## src/rtl/split_pkg.sv

```systemverilog
// Shared types and sizing helpers for the split constraint checker driver.
package split_pkg;

    typedef enum logic [1:0] {
        LOAD = 2'd0,
        EVAL = 2'd1,
        RESP = 2'd2
    } split_state_e;

    localparam int WORD_W_DEFAULT = 32;

    function automatic int calc_nwords(input int total_bits, input int word_w);
        return (total_bits + word_w - 1) / word_w;
    endfunction

endpackage

```

## src/rtl/split_word_loader.sv

```systemverilog
// Assembles load words into the packed assignment vector and flags word-count errors.
module split_word_loader
    import split_pkg::*;
#(
    parameter int TOTAL_BITS = 1300,
    parameter int WORD_W     = WORD_W_DEFAULT
) (
    input  logic                  clk,
    input  logic                  rst,
    input  logic                  xfer_i,
    input  logic                  clear_i,
    input  logic [WORD_W-1:0]     data_i,
    input  logic                  last_i,
    output logic [TOTAL_BITS-1:0] vec_o,
    output logic                  err_o
);

    localparam int NWORDS = calc_nwords(TOTAL_BITS, WORD_W);
    localparam int IDX_W  = $clog2(NWORDS + 1);
    localparam logic [IDX_W-1:0] LAST_IDX = IDX_W'(NWORDS - 1);
    // The index parks at NWORDS while surplus words are drained.
    localparam logic [IDX_W-1:0] FULL_IDX = IDX_W'(NWORDS);

    logic [IDX_W-1:0]      idx_q, idx_d;
    logic                  err_q, err_d;
    logic [TOTAL_BITS-1:0] vec_q, vec_d;

    for (genvar k = 0; k < NWORDS; k++) begin : g_slot
        localparam int LO  = k * WORD_W;
        localparam int W_K = (TOTAL_BITS - LO < WORD_W) ? (TOTAL_BITS - LO) : WORD_W;
        logic hit;
        assign hit = xfer_i && (idx_q == IDX_W'(k));
        assign vec_d[LO +: W_K] = hit ? data_i[W_K-1:0] : vec_q[LO +: W_K];
    end

    always_comb begin
        idx_d = idx_q;
        err_d = err_q;
        if (clear_i) begin
            idx_d = '0;
            err_d = 1'b0;
        end else if (xfer_i) begin
            if (idx_q != FULL_IDX) begin
                idx_d = idx_q + 1'b1;
            end
            if (last_i) begin
                err_d = err_q | (idx_q != LAST_IDX);
            end else begin
                err_d = err_q | (idx_q == FULL_IDX);
            end
        end
    end

    always_ff @(posedge clk) begin
        if (rst) begin
            idx_q <= '0;
            err_q <= 1'b0;
            vec_q <= '0;
        end else begin
            idx_q <= idx_d;
            err_q <= err_d;
            vec_q <= vec_d;
        end
    end

    assign vec_o = vec_q;
    assign err_o = err_q;

endmodule

```

## src/rtl/split_driver.sv

```systemverilog
// Loads one assignment into a split checker, waits its latency, and returns the verdict.
module split_driver
    import split_pkg::*;
#(
    parameter int TOTAL_BITS = 1300,
    parameter int WORD_W     = WORD_W_DEFAULT,
    parameter int CHK_LAT    = 2
) (
    input  logic                  clk,
    input  logic                  rst,
    input  logic                  in_valid,
    output logic                  in_ready,
    input  logic [WORD_W-1:0]     in_data,
    input  logic                  in_last,
    output logic [TOTAL_BITS-1:0] assign_vec,
    input  logic                  chk_x,
    output logic                  res_valid,
    input  logic                  res_ready,
    output logic                  res_sat,
    output logic                  res_err,
    output logic [15:0]           sat_count,
    output split_state_e          dbg_state
);

    // Handshakes: a word moves when in_valid && in_ready, a result when res_valid && res_ready;
    // in_ready and res_valid depend only on registered state.
    localparam logic [3:0] LAT_LAST = 4'(CHK_LAT - 1);

    split_state_e state_q, state_d;
    logic [3:0]   wait_q, wait_d;
    logic         sat_q, sat_d;
    logic [15:0]  cnt_q, cnt_d;
    logic         xfer;
    logic         handoff;
    logic         err;

    assign in_ready  = (state_q == LOAD);
    assign res_valid = (state_q == RESP);
    assign xfer      = in_valid && in_ready;
    assign handoff   = res_valid && res_ready;

    split_word_loader #(
        .TOTAL_BITS(TOTAL_BITS),
        .WORD_W    (WORD_W)
    ) u_loader (
        .clk    (clk),
        .rst    (rst),
        .xfer_i (xfer),
        .clear_i(handoff),
        .data_i (in_data),
        .last_i (in_last),
        .vec_o  (assign_vec),
        .err_o  (err)
    );

    always_comb begin
        state_d = state_q;
        wait_d  = wait_q;
        sat_d   = sat_q;
        cnt_d   = cnt_q;
        unique case (state_q)
            LOAD: begin
                if (xfer && in_last) begin
                    state_d = EVAL;
                    wait_d  = '0;
                end
            end
            EVAL: begin
                if (wait_q == LAT_LAST) begin
                    state_d = RESP;
                    wait_d  = '0;
                    sat_d   = chk_x;
                end else begin
                    wait_d = wait_q + 1'b1;
                end
            end
            RESP: begin
                if (res_ready) begin
                    state_d = LOAD;
                    if (sat_q && !err && cnt_q != 16'hFFFF) begin
                        cnt_d = cnt_q + 1'b1;
                    end
                end
            end
            default: state_d = LOAD;
        endcase
    end

    always_ff @(posedge clk) begin
        if (rst) begin
            state_q <= LOAD;
            wait_q  <= '0;
            sat_q   <= 1'b0;
            cnt_q   <= '0;
        end else begin
            state_q <= state_d;
            wait_q  <= wait_d;
            sat_q   <= sat_d;
            cnt_q   <= cnt_d;
        end
    end

    assign res_sat   = sat_q;
    assign res_err   = err;
    assign sat_count = cnt_q;
    assign dbg_state = state_q;

endmodule

```

## config.mk

```make
export PLATFORM = sky130hd
export DESIGN_NAME = split_driver
export DESIGN_NICKNAME = d
export VERILOG_FILES = /design/src/rtl/split_pkg.sv /design/src/rtl/split_word_loader.sv /design/src/rtl/split_driver.sv
export SDC_FILE = /design/constraint.sdc
export NUM_CORES = 2
export LEC_CHECK = 0
export ABC_AREA = 1
export CORE_AREA = 2 2 524 526
export CTS_CLUSTER_DIAMETER = 60
export CTS_CLUSTER_SIZE = 28
export DETAILED_ROUTE_END_ITERATION = 10
export DIE_AREA = 0 0 526 528
export SYNTH_ARGS = -nofsm -noshare
export SYNTH_HDL_FRONTEND = slang
export SYNTH_HIERARCHICAL = 1
export SYNTH_SLANG_ARGS = --single-unit
```

## constraint.sdc

```tcl
create_clock -name clk -period 2.2 [get_ports clk]
set_clock_uncertainty 0.2 [all_clocks]
set_input_delay 0.33 -clock clk [delete_from_list [all_inputs] [get_ports clk]]
set_output_delay 0.33 -clock clk [all_outputs]
set_load 0.02 [all_outputs]
```

# Word-level counts from Yosys, hierarchy flattened
# Cells that the tools add are included.
[classes]
addsub = 3
n_eq_ne = 50
n_mux = 8
bitwise = 2
reduce_logical = 56
[ops]
columns = ["op", "n"]
rows = [
  ["6-bit by 5-bit equality test with 1-bit output, second input constant", 16],
  ["6-bit equality test, second input constant", 10],
  ["6-bit by 4-bit equality test with 1-bit output, second input constant", 8],
  ["1-bit logical AND", 46],
  ["6-bit by 3-bit equality test with 1-bit output, second input constant", 4],
  ["16-bit by 1-bit adder with 16-bit output, second input constant", 1],
  ["16-bit != test, second input constant", 1],
  ["6-bit by 2-bit equality test with 1-bit output, second input constant", 2],
  ["6-bit != test, second input constant", 2],
  ["4-bit two-way mux", 2],
  ["4-bit case mux with 2 select lines", 1],
  ["6-bit by 1-bit adder with 6-bit output, second input constant", 1],
  ["6-bit by 1-bit equality test with 1-bit output, second input constant", 1],
  ["6-bit zero test", 1],
  ["2-bit two-way mux", 3],
  ["2-bit case mux with 3 select lines", 1],
  ["2-bit AND reduction", 3],
  ["3-bit AND reduction", 2],
  ["4-bit by 1-bit adder with 4-bit output, second input constant", 1],
  ["4-bit by 1-bit equality test with 1-bit output, second input constant", 1],
  ["2-bit by 1-bit != test with 1-bit output, second input constant", 2],
  ["2-bit by 1-bit equality test with 1-bit output, second input constant", 1],
  ["2-bit equality test, second input constant", 1],
  ["2-bit zero test", 1],
  ["6 further kinds", 7],
]
[word_totals]
reg_bits = 1330
inputBits = 38
out_inout_bits = 1322
elab_cells = 166

# Depth between registers and ports, before layout
[logic_depth]
depth_word = 5
mapped_depth = 10
mapped_depth_nobuf = 10

# By module
# The synthesis kept the hierarchy.
[by_module_without_submodules]
columns = ["module", "instances", "cells_per_inst", "area_per_inst_um2"]
rows = [
  ["split_word_loader", 1, 5905, 45562.4],
  ["split_driver", 1, 214, 1375.1],
]

# Least setup slack after synthesis
# Ideal clock, no wire load.
[synth_timing]
kind = "flip-flop to flip-flop"
startpoint = "register state_q[1], in the netlist dbg_state[1]"
endpoint = "register u_loader.vec_q[1004], in the netlist u_loader/vec_o[1004]"
setup_ps = 116
arrival_time_ps = 2125
t_required_ps = 1884
path_slack_ps = -241
stages_incl_launch_ff = 9
path_buffers = 2
path_cell_list = "dfxtp_1 nor3b_1 nand3_4 buf_8 nor2_8 inv_1 clkbuf_1 nor2_1 nor2_1"
[synth_via]
elab_chain_len = 3
[synth_lines]
columns = ["element", "line_no", "source"]
rows = [
  ["start: declaration", "split_driver.sv:29", "split_state_e state_q, state_d;"],
  ["start signal: assignment", "split_driver.sv:96", "state_q <= state_d;"],
  ["2-bit zero test", "split_driver.sv:37", "assign in_ready = (state_q == LOAD);"],
  ["1-bit logical AND", "split_driver.sv:39", "assign xfer = in_valid && in_ready;"],
  ["named net xfer", "split_driver.sv:33", "logic xfer;"],
  ["1-bit logical AND", "split_word_loader.sv:32", "assign hit = xfer_i && (idx_q == IDX_W'(k));"],
  ["end signal: assignment", "split_word_loader.sv:62", "vec_q <= vec_d;"],
  ["end: declaration", "split_word_loader.sv:26", "logic [TOTAL_BITS-1:0] vec_q, vec_d;"],
]
# The timed path passes the listed nets, and every way through them passes these cells.
# A chain may end at the register's enable or synchronous reset.

# Worst setup path in the final report
[layout_timing]
startpoint = "register state_q[0], in the netlist dbg_state[0]"
endpoint = "register u_loader.vec_q[783], in the netlist u_loader/vec_o[783]"
# Same word-level chain as after synthesis.

==> run_results.csv <==
group,metric,value,unit
status,run_status,"finished, violations left",
status,violations,"setup timing",
logic_synthesis,syn_area,46900,sq um
placed_design,gp_congestion,0.793,
worst_setup_path,worst_ep_arrival_time,2770,ps
logic_synthesis,netlist_top_cells_count,"nor2_1 (2668), dfxtp_1 (1330), o21ai_0 (1180)",
sta,setup-violations-final,16,
clocking,cts_inserted_buffers,116,
clocking,clk_latency,830,ps
logic_synthesis,ys_seq_area_frac,0.567,
logic_synthesis,synth_area_leaders,"dfxtp_1 (57%), nor2_1 (21%), o21ai_0 (13%), clkbuf_1 (2.6%), buf_2 (1.4%)",
layout,layout-drive-gt1-share,0.154,
logic_synthesis,syn_inst,6119,
layout,seqCellArea,26600,sq um
pwr,combPwrFrac,0.066,
clocking,clockBufferDepth,4,
sta,tightest_slew,697,ps
logic_synthesis,synth_warnings,6,
die,start_util,0.172,
pwr,power.density,680,nW/um^2
route,drt-wirelength-per-cell,23.5,microns
die,coreArea,272000,sq um
sta,slew-limit-headroom,0.535,
clocking,clockRootBuffer,"clkbuf_16",
route,first_pass_iters,5,
route,drc_errors,0,
route,vias_per_cell,4.27,
layout,syn_to_final_growth,58.9,%
logic_synthesis,synth_seq_cells,1330,
logic_synthesis,synth_cell_types,32,
pwr,p_sw,14100,uW
die,io_pins,1360,
logic_synthesis,synth_top_cell_by_area,"dfxtp_1",
clocking,cts_tree,"done",
logic_synthesis,avgSynthCellArea,7.67,sq um
pwr,p_clk_frac,0.455,
layout,multi_input_area,18800,sq um
logic_synthesis,synth_edf_count,0,
route,drt_wl_total,264000,microns
sta,fin_crit_sh,1.02,
global_route,grt_pass1_wl,337000,microns
global_route,antenna_found_initial,23,
route,drtIter0Drc,4900,
logic_synthesis,syn_nets,6164,
pwr,p_int,36600,uW
sta,finalMaxSlewViolations,0,
route,antenna_left,0,
layout,final_cells,11200,
sta,min_period,2240,ps
pwr,p_total,50700,uW
global_route,grt_max_degree,111,
logic_synthesis,synth_top_area_frac,0.567,
die,num_rows,192,
sta,setup-tns-final,-261,ps
logic_synthesis,yosysMostFrequentCell,"nor2_1",
sta,setup_ws,-35.5,ps
clocking,clk_pin_slew_worst_paths,80,ps
die,die_w,526,microns
sta,rsz0062_at_grt,"yes",
worst_setup_path,cp-end-kind,"flop",
clocking,cts_max_level,3,
pwr,seqPwrFrac,0.479,
layout,final_nets,7589,
pwr,p_sw_frac,0.278,
placed_design,io_buffers,1359,
pwr,max-vdd-ir-drop,0.000644,V
pwr,leakage,0.0346,uW
die,dieArea,278000,sq um
worst_setup_path,critPathRequiredTime,2730,ps
worst_setup_path,cp_max_fo,8,
logic_synthesis,synth-main-ff-cell,"dfxtp_1",
global_route,grt_pass1_vias,43000,
clocking,cts_sinks,1330,
worst_setup_path,startpoint_type,"flop",
die,die_y,528,microns
hold_path,hold_path.class,"input pin to flop",
flow_run,maxCapViolations,0,
sta,fmax,447,MHz
placed_design,dp_cells,10900,
global_route,grt_use_total,0.168,
worst_setup_path,path_class,"flop to flop",
layout,nFillCells,29400,
logic_synthesis,synthArstFlopShare,0,
sta,finalHoldViolCount,0,
placed_design,dp_hpwl,165000,microns
global_route,grt-ovfl-total,0,
route,vias,48000,
-- critical path, stage by stage (launching register included) --
cell and delay, ps:
dfxtp_2 340, nor3b_4 260, buf_12 170, nand3_4 160, buf_12 190, buf_4 130, nor2_4 90, buf_12 140
inv_8 60, clkbuf_16 190, nor2_1 90, nor2_1 60
-- path summary, 6_finish.rpt --
check	startpoint	endpoint	slack [ps]	cells past startpoint
setup / recovery	dbg_state[0]$_SDFFE_PP0P_	u_loader/vec_o[783]$_SDFFE_PP0P_	-40	11
hold / removal	in_last	dbg_state[0]$_SDFFE_PP0P_	80	4
setup reg to reg	dbg_state[0]$_SDFFE_PP0P_	u_loader/vec_o[783]$_SDFFE_PP0P_	-40	11
hold reg to reg	u_loader/vec_o[1038]$_SDFFE_PP0P_	u_loader/vec_o[1038]$_SDFFE_PP0P_	280	2
-- routing by layer --
metal	vias to the layer above	wire length, microns	track usage
li1	22300	-	-
met1	22600	105000	0.203
met2	2553	120000	0.275
met3	544	24500	0.0463
met4	2	14800	0.0774
met5	-	13	0
-- sequential cells by signal (all words and copies together), names as in the netlist --
| register | cells |
|---|---|
| u_loader/vec_o | 1300 |
| sat_count | 16 |
| u_loader/idx_q | 6 |
| wait_q | 4 |
| dbg_state | 2 |
| res_sat | 1 |
| u_loader/err_o | 1 |
-- what timing repair did --
| action | 4_1_cts | 5_1_grt |
|---|---|---|
| buffers inserted | 3 | 28 |
| endpoints found under the hold margin | 1263 | 0 |
| hold buffers | 35 | 0 |
| setup endpoints to repair | 2045 | 604 |
| gates cloned | 0 | 75 |
| pin swaps | 6 | 82 |
| resized for setup | 1829 | 522 |
-- placed cells by master (no fill, tap or decap), drive strengths merged --
master / Yosys / routed
a211oi: 1 / 1
a21oi: 18 / 18
buf: 200 / 414
bufinv: 0 / 7
clkbuf: 322 / 187
clkdlybuf4s15: 0 / 317
clkdlybuf4s50: 0 / 5
clkinv: 3 / 42
clkinvlp: 0 / 6
dfxtp: 1330 / 1330
diode: 0 / 16
dlygate4sd2: 0 / 994
dlygate4sd3: 0 / 35
ha: 7 / 7
inv: 103 / 139
nand2: 85 / 85
nand3: 34 / 34
nand3b: 1 / 1
nand4: 2 / 2
nor2: 2699 / 2699
nor3: 2 / 2
nor3b: 1 / 1
o21ai: 1306 / 1306
o21bai: 1 / 1
or2: 1 / 1
xor2: 3 / 3
-- kinds of logic after synthesis --
kind of cell / count (synthesis) / share of synthesized area
flops: 1330 / 0.567
fa+ha+maj: 7 / 0.00187
compound gates: 1326 / 0.141
buf+inv: 628 / 0.0549
xor+xnor: 3 / 0.000560
simple gates: 2825 / 0.234
-- metrics by stage --
step                      hold WS (ps)   util  setup WS [ps]  instance area, sq um
after detailed placement           269  0.248           -765                 67500
after global routing              26.6  0.274           -137                 74600
after floorplan                    199      -           96.7                 46900
after global placement             260  0.248           -780                 67500
final                             77.9  0.274          -35.5                 74600
after CTS                        0.633  0.261          -88.1                 71200
-- area by class of cell --
class | count | share of cell area
diodes | 16 | 0.000537
clock buffers | 123 | 0.0399
clock inverters | 88 | 0.0172
inverters | 106 | 0.00773
multi-input cells | 4161 | 0.252
flip-flops and latches | 1330 | 0.357
well taps | 3589 | 0.0602
repair buffers | 1829 | 0.265
-- power by group through the flow --
stage / combinational (uW) / sequential [uW] / clock (uW)
2_1_floorplan: 1000 / 25000 / 0
3_3_place_gp: 3190 / 24800 / 0
3_5_place_dp: 3180 / 24800 / 0
4_1_cts: 3180 / 24300 / 23600
5_1_grt: 3440 / 24300 / 24500
6_report: 3350 / 24300 / 23100
(Power assumes the default switching activity.)
